===== src/rtl/btn_pkg.sv =====
// Shared types for the button event path: FSM state encoding and press counter width.
package btn_pkg;

    localparam int PRESS_CNT_W = 8;

    typedef enum logic [1:0] {
        IDLE    = 2'd0,
        PRESSED = 2'd1,
        HELD    = 2'd2
    } btn_state_e;

endpackage


===== src/rtl/sync_2ff.sv =====
// Two-flop synchroniser for a single asynchronous level; reusable for any board input.
module sync_2ff (
    input  logic clk,
    input  logic rst,
    input  logic d,
    output logic q
);

    logic s1;

    // NOTE: non-blocking assignments so q takes the s1 value from the previous edge, giving two real stages.
    always_ff @(posedge clk) begin
        if (rst) begin
            s1 <= 1'b0;
            q  <= 1'b0;
        end else begin
            s1 <= d;
            q  <= s1;
        end
    end

endmodule


===== src/rtl/button_event.sv =====
// Turns the debounced button level into registered press/release/long/repeat pulses,
// a held flag and a wrapping press counter.
module button_event
    import btn_pkg::*;
#(
    parameter int LONG_CYCLES   = 50000000,
    parameter int REPEAT_CYCLES = 10000000,
    parameter int CNT_W         = 32
) (
    input  logic                   clk,
    input  logic                   rst,
    input  logic                   btn_db,
    output logic                   press_pulse,
    output logic                   release_pulse,
    output logic                   long_pulse,
    output logic                   repeat_pulse,
    output logic                   held,
    output logic [PRESS_CNT_W-1:0] press_count
);

    localparam logic [CNT_W-1:0] LONG_LAST   = CNT_W'(LONG_CYCLES - 1);
    localparam logic [CNT_W-1:0] REPEAT_LAST = CNT_W'(REPEAT_CYCLES - 1);

    logic             s2;
    btn_state_e       state;
    logic [CNT_W-1:0] cnt;

    sync_2ff u_sync (
        .clk (clk),
        .rst (rst),
        .d   (btn_db),
        .q   (s2)
    );

    always_ff @(posedge clk) begin
        if (rst) begin
            state         <= IDLE;
            cnt           <= '0;
            press_pulse   <= 1'b0;
            release_pulse <= 1'b0;
            long_pulse    <= 1'b0;
            repeat_pulse  <= 1'b0;
            held          <= 1'b0;
            press_count   <= '0;
        end else begin
            // NOTE: pulses default low every edge so each fires for exactly one cycle.
            press_pulse   <= 1'b0;
            release_pulse <= 1'b0;
            long_pulse    <= 1'b0;
            repeat_pulse  <= 1'b0;

            unique case (state)
                IDLE: begin
                    if (s2) begin
                        state       <= PRESSED;
                        held        <= 1'b1;
                        press_pulse <= 1'b1;
                        cnt         <= '0;
                        press_count <= press_count + PRESS_CNT_W'(1);
                    end
                end
                // Release is tested first so it always beats a threshold on the same edge.
                PRESSED: begin
                    if (!s2) begin
                        state         <= IDLE;
                        held          <= 1'b0;
                        release_pulse <= 1'b1;
                    end else if (cnt == LONG_LAST) begin
                        state      <= HELD;
                        long_pulse <= 1'b1;
                        cnt        <= '0;
                    end else begin
                        cnt <= cnt + CNT_W'(1);
                    end
                end
                HELD: begin
                    if (!s2) begin
                        state         <= IDLE;
                        held          <= 1'b0;
                        release_pulse <= 1'b1;
                    end else if (REPEAT_CYCLES > 0) begin
                        if (cnt == REPEAT_LAST) begin
                            repeat_pulse <= 1'b1;
                            cnt          <= '0;
                        end else begin
                            cnt <= cnt + CNT_W'(1);
                        end
                    end
                end
                default: begin
                    state <= IDLE;
                    held  <= 1'b0;
                end
            endcase
        end
    end

endmodule


===== config.mk =====
export PLATFORM = sky130hd
export DESIGN_NAME = button_event
export DESIGN_NICKNAME = d
export VERILOG_FILES = /design/src/rtl/btn_pkg.sv /design/src/rtl/sync_2ff.sv /design/src/rtl/button_event.sv
export SDC_FILE = /design/constraint.sdc
export NUM_CORES = 1
export LEC_CHECK = 0
export ABC_CLOCK_PERIOD_IN_PS = 4940
export CORE_MARGIN = 2
export CORE_UTILIZATION = 28
export CTS_BUF_LIST = sky130_fd_sc_hd__clkbuf_2
export DETAILED_ROUTE_END_ITERATION = 7
export GPL_TIMING_DRIVEN = 0
export SKIP_CTS_REPAIR_TIMING = 1
export SYNTH_ARGS = -nofsm -noshare
export SYNTH_HDL_FRONTEND = slang
export SYNTH_HIERARCHICAL = 1
export SYNTH_SLANG_ARGS = --single-unit
export TNS_END_PERCENT = 30

===== constraint.sdc =====
create_clock -name clk -period 4.94 [get_ports clk]
set_clock_uncertainty 0.1 [all_clocks]
set_input_delay 0.494 -clock clk [delete_from_list [all_inputs] [get_ports clk]]
set_output_delay 0.494 -clock clk [all_outputs]
set_load 0.005 [all_outputs]

== Word level (Yosys, flattened, before mapping) ==
Cells that the tools add are included.

* Flip-flop bits (word level): 49
* Word-level logic and storage cells: 56
* Output and inout bits: 13

* Equal/unequal tests: 10
* Mux-type cells: 18
* Reduce and logical (&&, ||, !) cells: 11
* Bitwise operators: 5
* Add/subtract/negate cells: 2

{| class="wikitable"
|+ Operators with widths
! operator !! count
|-
| 32-bit 2-to-1 mux || 5
|-
| 32-bit case mux with 3 select lines || 1
|-
| 32-bit by 1-bit adder with 32-bit output (second input constant) || 1
|-
| 32-bit by 24-bit == test with 1-bit output (second input constant) || 1
|-
| 32-bit by 26-bit == test with 1-bit output (second input constant) || 1
|-
| 8-bit by 1-bit adder with 8-bit output (second input constant) || 1
|-
| 2-bit 2-to-1 mux || 4
|-
| 1-bit 2-to-1 mux || 6
|-
| 2-bit by 1-bit inequality test with 1-bit output (second input constant) || 3
|-
| 2-bit case mux with 3 select lines || 1
|-
| 2-bit OR reduction || 3
|-
| 3-bit OR reduction || 2
|-
| 1-bit NOT || 5
|-
| 2-bit inequality test (second input constant) || 2
|-
| 2-bit AND reduction || 2
|-
| 4-bit AND reduction || 1
|-
| 3-bit inequality test (second input constant) || 1
|-
| 3-bit AND reduction || 1
|-
| 3-bit nonzero test || 1
|-
| 2-bit by 1-bit == test with 1-bit output (second input constant) || 1
|-
| 2-bit == test (second input constant) || 1
|-
| 2-bit logical NOT || 1
|-
| 1-bit case mux with 2 select lines || 1
|}

== Depth between registers and ports, before layout ==
Gate-level depths: netlist of the first run.

* Word-level depth: 4
* Gate-level depth with buffers: 9

== Hierarchy ==
The synthesis of the first run kept the hierarchy.

{| class="wikitable"
|+ By module, submodules not included
! module !! cells an instance !! area an instance (sq um) !! instances !! sequential area each (sq um)
|-
| button_event || 319 || 2,567.5 || 1 || 940.9
|-
| sync_2ff || 4 || 52.6 || 1 || 40.0
|}

== Least setup slack after synthesis of the first run ==
No wires, ideal clock.

* Path kind: register to register
* From: register cnt[27]
* To: register cnt[19]
* Required time: 4.720 ns
* Slack: 2.401 ns
* Data arrival time: 2.319 ns
* Path buffers: 2
* Cell stages (with the launch flop): 9
* Clock period less this slack: 2.539 ns
* Setup time: 0.120 ns
* Cell sequence: dfxtp_1 -> or4_1 -> or4_4 -> o311ai_2 -> buf_4 -> a21o_4 -> buf_8 -> nor3_1 -> a211o_1

* Cells in the longest elaborated chain, start to end: 4
* Elaborated cells between the ends (all ways): 7
* Classes of those cells: eq/ne (2); mux (5)

{| class="wikitable"
|+ Ends and longest elaborated chain
! item !! line !! text
|-
| from (decl) || button_event.sv:26 || <nowiki>logic [CNT_W-1:0] cnt;</nowiki>
|-
| from (signal assigned) || button_event.sv:73 || <nowiki>cnt <= cnt + CNT_W'(1);</nowiki>
|-
| from (signal assigned) || button_event.sv:86 || <nowiki>cnt <= cnt + CNT_W'(1);</nowiki>
|-
| 32-bit by 24-bit == test with 1-bit output or 32-bit by 26-bit == test with 1-bit output (tied branches) || button_event.sv:82, button_event.sv:68 ||
|-
| 32-bit 2-to-1 mux (on tied branches) || button_event.sv:82, button_event.sv:68 ||
|-
| 32-bit 2-to-1 mux (on tied branches) || button_event.sv:77, button_event.sv:64 ||
|-
| 32-bit case mux with 3 select lines (*) || button_event.sv:52 || <nowiki>unique case (state)</nowiki>
|}

Mark *: on every way between the ends. The rest lies on a longest branch, timed or not. The select of a mux whose other input is x is not followed.
A chain may end at the register's enable or synchronous reset.

== Final worst setup path of the first run ==
* From: register cnt[0]
* To: register cnt[19]

* Cells in the longest elaborated chain, start to end: 4
* Elaborated cells between the ends (all ways): 8
* Classes of those cells: add/sub (1); eq/ne (2); mux (5)

{| class="wikitable"
|+ Ends and longest elaborated chain
! item !! line
|-
| 32-bit by 1-bit adder with 32-bit output (tied with other cells) || button_event.sv:73, button_event.sv:86
|-
| 32-bit 2-to-1 mux (on tied branches) || button_event.sv:82, button_event.sv:68
|-
| 32-bit 2-to-1 mux (on tied branches) || button_event.sv:77, button_event.sv:64
|-
| 32-bit case mux with 3 select lines (*) || button_event.sv:52
|}

Marks and branches as above.

==> flow_summary.yaml, run 1 <==
status:
  status: "finished clean"
yosys:
  yosys.area.top_type: "dfxtp_1"
  seq_area_frac_synth_pct: 37.4
  synth_ff_type: "dfxtp_1"
  synth_area_per_cell_um2: 8.11
  syn-num-nets: 332
  synth_most_common_cell: "dfxtp_1"
  synth_cell_types: 60
  syn_inst: 323
  syn_area_um2: 2620
  async_reset_ff_share_pct: 0
  synth-seq-cells: 49
  yosysTopAreaCellShare_pct: 37.4
  yosys_warnings: 6
  synth_area_leaders: "dfxtp_1 37%, nand2_1 5.7%, a21oi_1 4.4%"
  synth_edf_count: 0
  yosys-top-cells-count: "49 x dfxtp_1, 40 x nand2_1, 29 x nor2_1"
die:
  pin_count: 16
  start_util_pct: 28.6
  row_count: 35
  dieArea_um2: 10100
  die_w_um: 101
  core_region_area_um2: 9150
  die_h_um: 101
route:
  viasPerCell: 5.35
  drt_pre_antenna_iters: 4
  first_iter_violations: 119
  dr_total_vias: 2445
  drc: 0
  antenna_left: 0
  routed_wl_mm: 6.49
  post_drt_wl_per_cell_um: 14.2
sta:
  worst_pin_slew_ns: 0.896
  min_period_ns: 2.96
  finalMaxSlewViolations: 0
  post-route-period-util_pct: 60.0
  max_freq_ghz: 0.338
  finalHoldViolations: 0
  slew_headroom_pct: 39.7
  fin_ws_ns: 1.98
  rsz0062_at_grt: "false"
  setup_viol: 0
  setup_tns_ns: 0
place:
  gp_congestion: 0.893
  port_buffers: 15
  dpl.hpwl_mm: 4.71
  preCtsSetupSlack_ns: 2.03
cts:
  htree_levels: 2
  cts_tree: "built"
  clkLatencyLatePin_ns: 0.44
  cts_sinks: 49
  numCtsBuffers: 5
  clockRootBuffer: "clkbuf_2"
  cts.path.max_buffers: 2
  clk_transition_reported_paths_ns: 0.28
critical_path:
  cp-end-kind: "register"
  cp.arrival_ns: 3.22
  cp_cell_sequence: "ha_1, nand4_1, or4_4, o311ai_2, buf_4, a21o_4, buf_8, nor3_1, a211o_1"
  crit_type: "register to register"
  slowest_delay_ns: 0.63
  path_delay_family: "simple AND/OR/NAND/NOR gates"
  crit_required_ns: 5.20
  path_max_fanout: 10
  cp-start-kind: "register"
  slowest_stage: "or4_4"
  critPathBufInv: 2
cells_and_area:
  num-nets-final: 354
  largest_register: "cnt"
  top_regs: "cnt x32, press_count x8, state x2"
  largest_register_ffs: 32
  drive_gt1_share_pct: 9.25
  syn2layout_area_growth_pct: 13.8
  antennaDiodeCount: 0
global_route:
  grt_pass1_vias: 2393
  grt_pass1_wl_mm: 11.3
  grt_max_degree: 17
  grt_use_total_pct: 13.7
  antenna_found_initial: 0
  grt_overflow: 0
flow_run:
  max_cap_viol_count: 0
power:
  p_leak_nw: 1.01
  ir_worst_vdd_uv: 117
  power.density_nw_per_um2: 234
min_path:
  hold_path.class: "register to register"
## layer usage
| metal | share of wire (%) | global-route usage [%] | vias to the layer above | routed length, um |
|---|---|---|---|---|
| met4 | 0.79 | 4.11 | 0 | 51 |
| met5 | 0 | 0 | - | 0 |
| met1 | 47 | 17.8 | 1152 | 3060 |
| li1 | - | - | 1231 | - |
| met2 | 47 | 22.9 | 56 | 3060 |
| met3 | 5.0 | 2.64 | 6 | 322 |
## power by group
part	internal, mW	leakage (nW)	switching (mW)	total (mW)
logic	0.0255	0.578	0.0438	0.0693
registers	0.401	0.396	0.00298	0.404
clock network	0.0862	0.0392	0.138	0.224
## final timing paths
kind / startpoint / end / slack (ns) / cells after the start
worst min register to register: u_sync/s1 / u_sync/q / 0.36 / 1
worst min-delay path: u_sync/s1 / u_sync/q / 0.36 / 1
worst max-delay path: cnt[0] / cnt[19] / 1.98 / 9
worst max register to register: cnt[0] / cnt[19] / 1.98 / 9
## per-stage QoR
step	cells	area, um^2	util [%]	total power [mW]	hold WS [ns]
floorplan	323	2620	-	0.458	0.314
global placement	449	2910	31.8	0.479	0.320
detailed placement	449	2910	31.8	0.480	0.323
CTS	457	2980	32.6	0.705	0.363
global route	457	2980	32.6	0.730	0.398
finish	457	2980	32.6	0.698	0.362
## logic make-up (layout without fill, tap and decap cells)
group / count (synthesis) / count (layout) / synth area share [%]
and+or+nand+nor: 159 / 159 / 31.8
AOI/OAI and AO/OA: 74 / 74 / 18.8
DFF: 49 / 49 / 37.4
buffers and inverters: 22 / 45 / 4.49
xor gates and xnor gates: 7 / 7 / 2.34
adders and majority gates: 6 / 6 / 2.87
muxes: 6 / 6 / 2.34
## cell type report
class | instances | area, um^2
clock buffers | 5 | 25.0
well taps | 111 | 139
fillers | 971 | 6170
inverters | 9 | 33.8
clock inverters | 3 | 46.3
multi-input cells | 252 | 1520
plain buffers | 13 | 83.8
flip-flops and latches | 49 | 981
repair buffers | 15 | 150
## cells in the final DEF (no fill, tap or decap), types with 5 or more instances in the layout
cell type         n
o21ai_0          18
or4_1             6
a21o_1            6
a21oi_1          23
nor2_1           29
inv_1             9
nand4_1          10
dfxtp_1          49
nor4_1            6
ha_1              6
mux2i_1           5
clkdlybuf4s50_1  15
nor3_1           14
nand3_1          19
clkbuf_2          6
nand2_1          40
and3_1            6
Note: power is estimated with default switching activity, not from simulation.
==> run 2: changes to the inputs <==
--- a/config.mk
+++ b/config.mk
@@ -5,7 +5,7 @@
 export SDC_FILE = /design/constraint.sdc
 export NUM_CORES = 1
 export LEC_CHECK = 0
-export ABC_CLOCK_PERIOD_IN_PS = 4940
+export ABC_CLOCK_PERIOD_IN_PS = 2900
 export CORE_MARGIN = 2
 export CORE_UTILIZATION = 28
 export CTS_BUF_LIST = sky130_fd_sc_hd__clkbuf_2
==> constraint.sdc (replaced) <==
create_clock -name clk -period 2.9 [get_ports clk]
set_clock_uncertainty 0.1 [all_clocks]
set_input_delay 0.29 -clock clk [delete_from_list [all_inputs] [get_ports clk]]
set_output_delay 0.29 -clock clk [all_outputs]
set_load 0.005 [all_outputs]
==> run 2 against run 1 <==
Net effect:
- register-to-register slack worse by 1.9 ns
- worst hold slack got worse by 0.074 ns
- count of clock-buffer cells in the layout stayed put
- critical path depth down 1
- via count rose by 0.70%
- fmax is 4.9% higher
- critical endpoint unchanged
- flip-flop and latch count stayed put
==> flow_summary.yaml, run 2 (same netlist as run 1, synthesis figures left out) <==
route:
  dr_total_vias: 2462
  viasPerCell: 5.36
  antenna_left: 0
  routed_wl_mm: 6.55
  drt_pre_antenna_iters: 5
  post_drt_wl_per_cell_um: 14.3
  first_iter_violations: 103
  drc: 0
global_route:
  antenna_found_initial: 0
  grt_pass1_wl_mm: 11.3
  grt_use_total_pct: 13.7
  grt_overflow: 0
  grt_pass1_vias: 2393
  grt_max_degree: 17
cells_and_area:
  final_cell_count_no_fill: 459
  final_common_cell: "dfxtp_1"
  num-nets-final: 356
  antennaDiodeCount: 0
  largest_register_ffs: 32
  drive_gt1_share_pct: 11.2
  largest_register: "cnt"
  syn2layout_area_growth_pct: 14.7
  final_cell_mix: "45 x dfxtp_1, 40 x nand2_1, 28 x nor2_1"
  top_regs: "cnt x32, press_count x8, state x2"
sta:
  post-route-period-util_pct: 97.4
  min_period_ns: 2.83
  setup_tns_ns: 0
  setup_viol: 0
  rsz0062_at_grt: "true"
  max_freq_ghz: 0.354
  finalMaxSlewViolations: 0
  finalHoldViolations: 0
  fin_ws_ns: 0.0748
  worst_pin_slew_ns: 0.881
  slew_headroom_pct: 40.7
cts:
  clockRootBuffer: "clkbuf_2"
  cts_tree: "built"
  htree_levels: 2
  clk_transition_reported_paths_ns: 0.26
  numCtsBuffers: 5
  clkLatencyLatePin_ns: 0.44
  cts.path.max_buffers: 2
  cts_sinks: 49
place:
  gp_congestion: 0.893
  dpl.hpwl_mm: 4.71
  port_buffers: 15
  placedCellCount: 449
  preCtsSetupSlack_ns: -0.00800
power:
  power.density_nw_per_um2: 395
  total_power_mw: 1.19
  ir_worst_vdd_uv: 197
  p_leak_nw: 1.02
die:
  start_util_pct: 28.6
  die_w_um: 101
  row_count: 35
  dieArea_um2: 10100
  core_region_area_um2: 9150
  pin_count: 16
  die_h_um: 101
critical_path:
  crit_required_ns: 3.17
  crit_type: "register to register"
  cp-start-kind: "register"
  cp-end-kind: "register"
  cp.arrival_ns: 3.09
  path_max_fanout: 10
min_path:
  hold_path.class: "input port to register"
status:
  status: "finished clean"
flow_run:
  max_cap_viol_count: 0
[run 2: changes by cell type in the layout (fill, tap and decap cells not counted)]
cell | before | now
nor2_2 | 0 | 1
dfxtp_4 | 0 | 1
nor2_1 | 29 | 28
dfxtp_2 | 0 | 3
dfxtp_1 | 49 | 45
buf_4 | 2 | 4
[run 2: per-layer routing]
metal	track usage [%]	share of wire, %	vias up
met5	0	0	-
met4	4.11	1.2	0
met3	2.64	4.2	8
met2	22.9	46	61
met1	17.8	48	1160
li1	-	-	1233
[run 2: path summary, 6_finish.rpt]
path	end	cells after the start	from	slack (ns)
worst min register to register	u_sync/q	1	u_sync/s1	0.36
worst max-delay path	cnt[19]	8	cnt[27]	0.07
worst min-delay path	u_sync/s1	2	btn_db	0.29
worst max register to register	cnt[19]	8	cnt[27]	0.07
[run 2: power by group]
part	internal, mW	leakage, nW	switching, mW	total [mW]
sequential	0.682	0.398	0.00508	0.687
combinational	0.0438	0.586	0.0752	0.119
clock	0.147	0.0392	0.234	0.381
total	0.873	1.02	0.314	1.19
[run 2: worst max-delay path, stage by stage (launching register included)]
cell,delay (ns)
dfxtp_1,0.41
or4_1,0.55
or4_4,0.54
o311ai_2,0.32
buf_4,0.26
a21o_4,0.17
buf_8,0.14
nor3_1,0.05
a211o_1,0.22
[run 2: layout make-up]
| cell class | instances | area [um^2] |
|---|---|---|
| Buffer | 13 | 83.8 |
| Clock buffer | 5 | 25.0 |
| Clock inverter | 3 | 46.3 |
| Fill cell | 974 | 6150 |
| Inverter | 9 | 33.8 |
| Multi-Input combinational cell | 252 | 1520 |
| Sequential cell | 49 | 988 |
| Tap cell | 111 | 139 |
| Timing Repair Buffer | 17 | 165 |
[run 2: per-stage QoR]
stage	utilization, %	hold WS (ns)	area [um^2]
final	32.8	0.288	3010
after global routing	32.8	0.273	3010
after CTS	32.6	0.265	2980
after detailed placement	31.8	0.323	2910
after global placement	31.8	0.320	2910
after floorplan	-	0.262	2620
==> run 3: changes to the inputs <==
--- a/config.mk
+++ b/config.mk
@@ -11,6 +11,7 @@
 export CTS_BUF_LIST = sky130_fd_sc_hd__clkbuf_2
 export DETAILED_ROUTE_END_ITERATION = 7
 export GPL_TIMING_DRIVEN = 0
+export RECOVER_POWER = 100
 export SKIP_CTS_REPAIR_TIMING = 1
 export SYNTH_ARGS = -nofsm -noshare
 export SYNTH_HDL_FRONTEND = slang
==> run 3 against run 2 <==
Net effect:
- first-iteration DRC count is the same
- global-route usage unchanged
- combinational power about the same
- sequential share of layout area hardly changed
- final cell count is the same
- sequential power about the same
- design area about the same
- critical path depth is the same
- routed wire length is 0.15% lower
- total power decreased by 0.15%
- clock power about the same
- via count decreased by 0.49%
- highest routed layer unchanged
==> flow_summary.yaml, run 3 (same netlist as run 1, synthesis figures left out) <==
sta:
  finalMaxSlewViolations: 0
  slew_headroom_pct: 41.2
  fin_ws_ns: 0.0735
  setup_viol: 0
  finalHoldViolations: 0
  max_freq_ghz: 0.354
  min_period_ns: 2.83
  post-route-period-util_pct: 97.5
  rsz0062_at_grt: "true"
  worst_pin_slew_ns: 0.873
  fin_hold_ws_ns: 0.287
die:
  row_count: 35
  pin_count: 16
  die_w_um: 101
  core_region_area_um2: 9150
  start_util_pct: 28.6
  dieArea_um2: 10100
  die_h_um: 101
cts:
  clkLatencyLatePin_ns: 0.44
  cts.path.max_buffers: 2
  clk_transition_reported_paths_ns: 0.26
  htree_levels: 2
  clockRootBuffer: "clkbuf_2"
  cts_sinks: 49
  numCtsBuffers: 5
  cts_tree: "built"
critical_path:
  crit_required_ns: 3.17
  cp-end-kind: "register"
  cp.arrival_ns: 3.09
  path_max_fanout: 10
  crit_type: "register to register"
  cp-start-kind: "register"
global_route:
  grt_use_total_pct: 13.7
  antenna_found_initial: 0
  use_met1_pct: 17.8
  grt_max_degree: 17
  grt_use_met2_pct: 22.9
  grt_use_met3_pct: 2.64
  grt_overflow: 0
  grt_pass1_vias: 2393
  grt_pass1_wl_mm: 11.3
  grt-busiest-layer: "met2"
place:
  gp_congestion: 0.893
  preCtsSetupSlack_ns: -0.00800
  dpl.hpwl_mm: 4.71
  port_buffers: 15
  placedCellCount: 449
cells_and_area:
  syn2layout_area_growth_pct: 14.7
  n_fill_cell: 974
  regArea_um2: 988
  largest_register_ffs: 32
  final_cell_mix: "45 x dfxtp_1, 40 x nand2_1, 28 x nor2_1"
  top_regs: "cnt x32, press_count x8, state x2"
  final_common_cell: "dfxtp_1"
  largest_register: "cnt"
  antennaDiodeCount: 0
  num-nets-final: 356
  multi_input_area_um2: 1520
  final_cell_count_no_fill: 459
  drive_gt1_share_pct: 10.9
min_path:
  hold_path.class: "input port to register"
route:
  drc: 0
  antenna_left: 0
  viasPerCell: 5.34
  first_iter_violations: 103
  dr_total_vias: 2450
  drt_pre_antenna_iters: 5
  routed_wl_mm: 6.54
  post_drt_wl_per_cell_um: 14.3
flow_run:
  max_cap_viol_count: 0
status:
  status: "finished clean"
power:
  ir_worst_vdd_uv: 196
  p_leak_nw: 1.06
  power.density_nw_per_um2: 395
run 3: changes by cell type in the layout (fill, tap and decap cells not counted):
cell	previous run	this run
clkdlybuf4s50_1	15	3
dlygate4sd3_1	0	12
and2_0	0	1
and2_1	2	1
and2b_1	0	1
and2b_2	1	0
buf_1	1	0
clkbuf_1	4	5
run 3: where the power goes:
| part | internal (mW) | switching, mW | total (mW) |
|---|---|---|---|
| clock | 0.147 | 0.234 | 0.381 |
| combinational | 0.0422 | 0.0750 | 0.117 |
| sequential | 0.682 | 0.00496 | 0.687 |
run 3: layout make-up:
type,instances,area share (%)
buffer,13,2.79
clock buffer,5,0.833
clock inverter,3,1.54
inverter,9,1.12
multi-input combinational,252,50.7
sequential,49,32.9
tap,111,4.62
timing repair buffer,17,5.50
run 3: critical path: stages, from the launching register on:
cell	delay, ns
dfxtp_1	0.41
or4_1	0.55
or4_4	0.54
o311ai_2	0.32
buf_4	0.26
a21o_4	0.17
buf_8	0.14
nor3_1	0.05
a211o_1	0.22
run 3: final timing paths:
kind                                start         to  cells past startpoint  slack [ns]
worst max-delay path              cnt[27]    cnt[19]                      8        0.07
worst min-delay path               btn_db  u_sync/s1                      2        0.29
worst max register to register    cnt[27]    cnt[19]                      8        0.07
worst min register to register  u_sync/s1   u_sync/q                      1        0.36
run 3: per-stage QoR:
step	utilization (%)	power, mW	setup TNS (ns)	cell area, um^2
floorplan	-	0.780	0	2620
global placement	31.8	0.816	0	2910
detailed placement	31.8	0.818	-0.00800	2910
CTS	32.6	1.20	-0.307	2980
global route	32.8	1.24	-0.0642	3000
finish	32.8	1.19	0	3000
run 3: metal layers:
metal  share of wire (%)  routed length [um]
met1                  48                3130
met2                  47                3050
met3                 4.4                 285
met4                 1.2                  78
met5                   0                   0
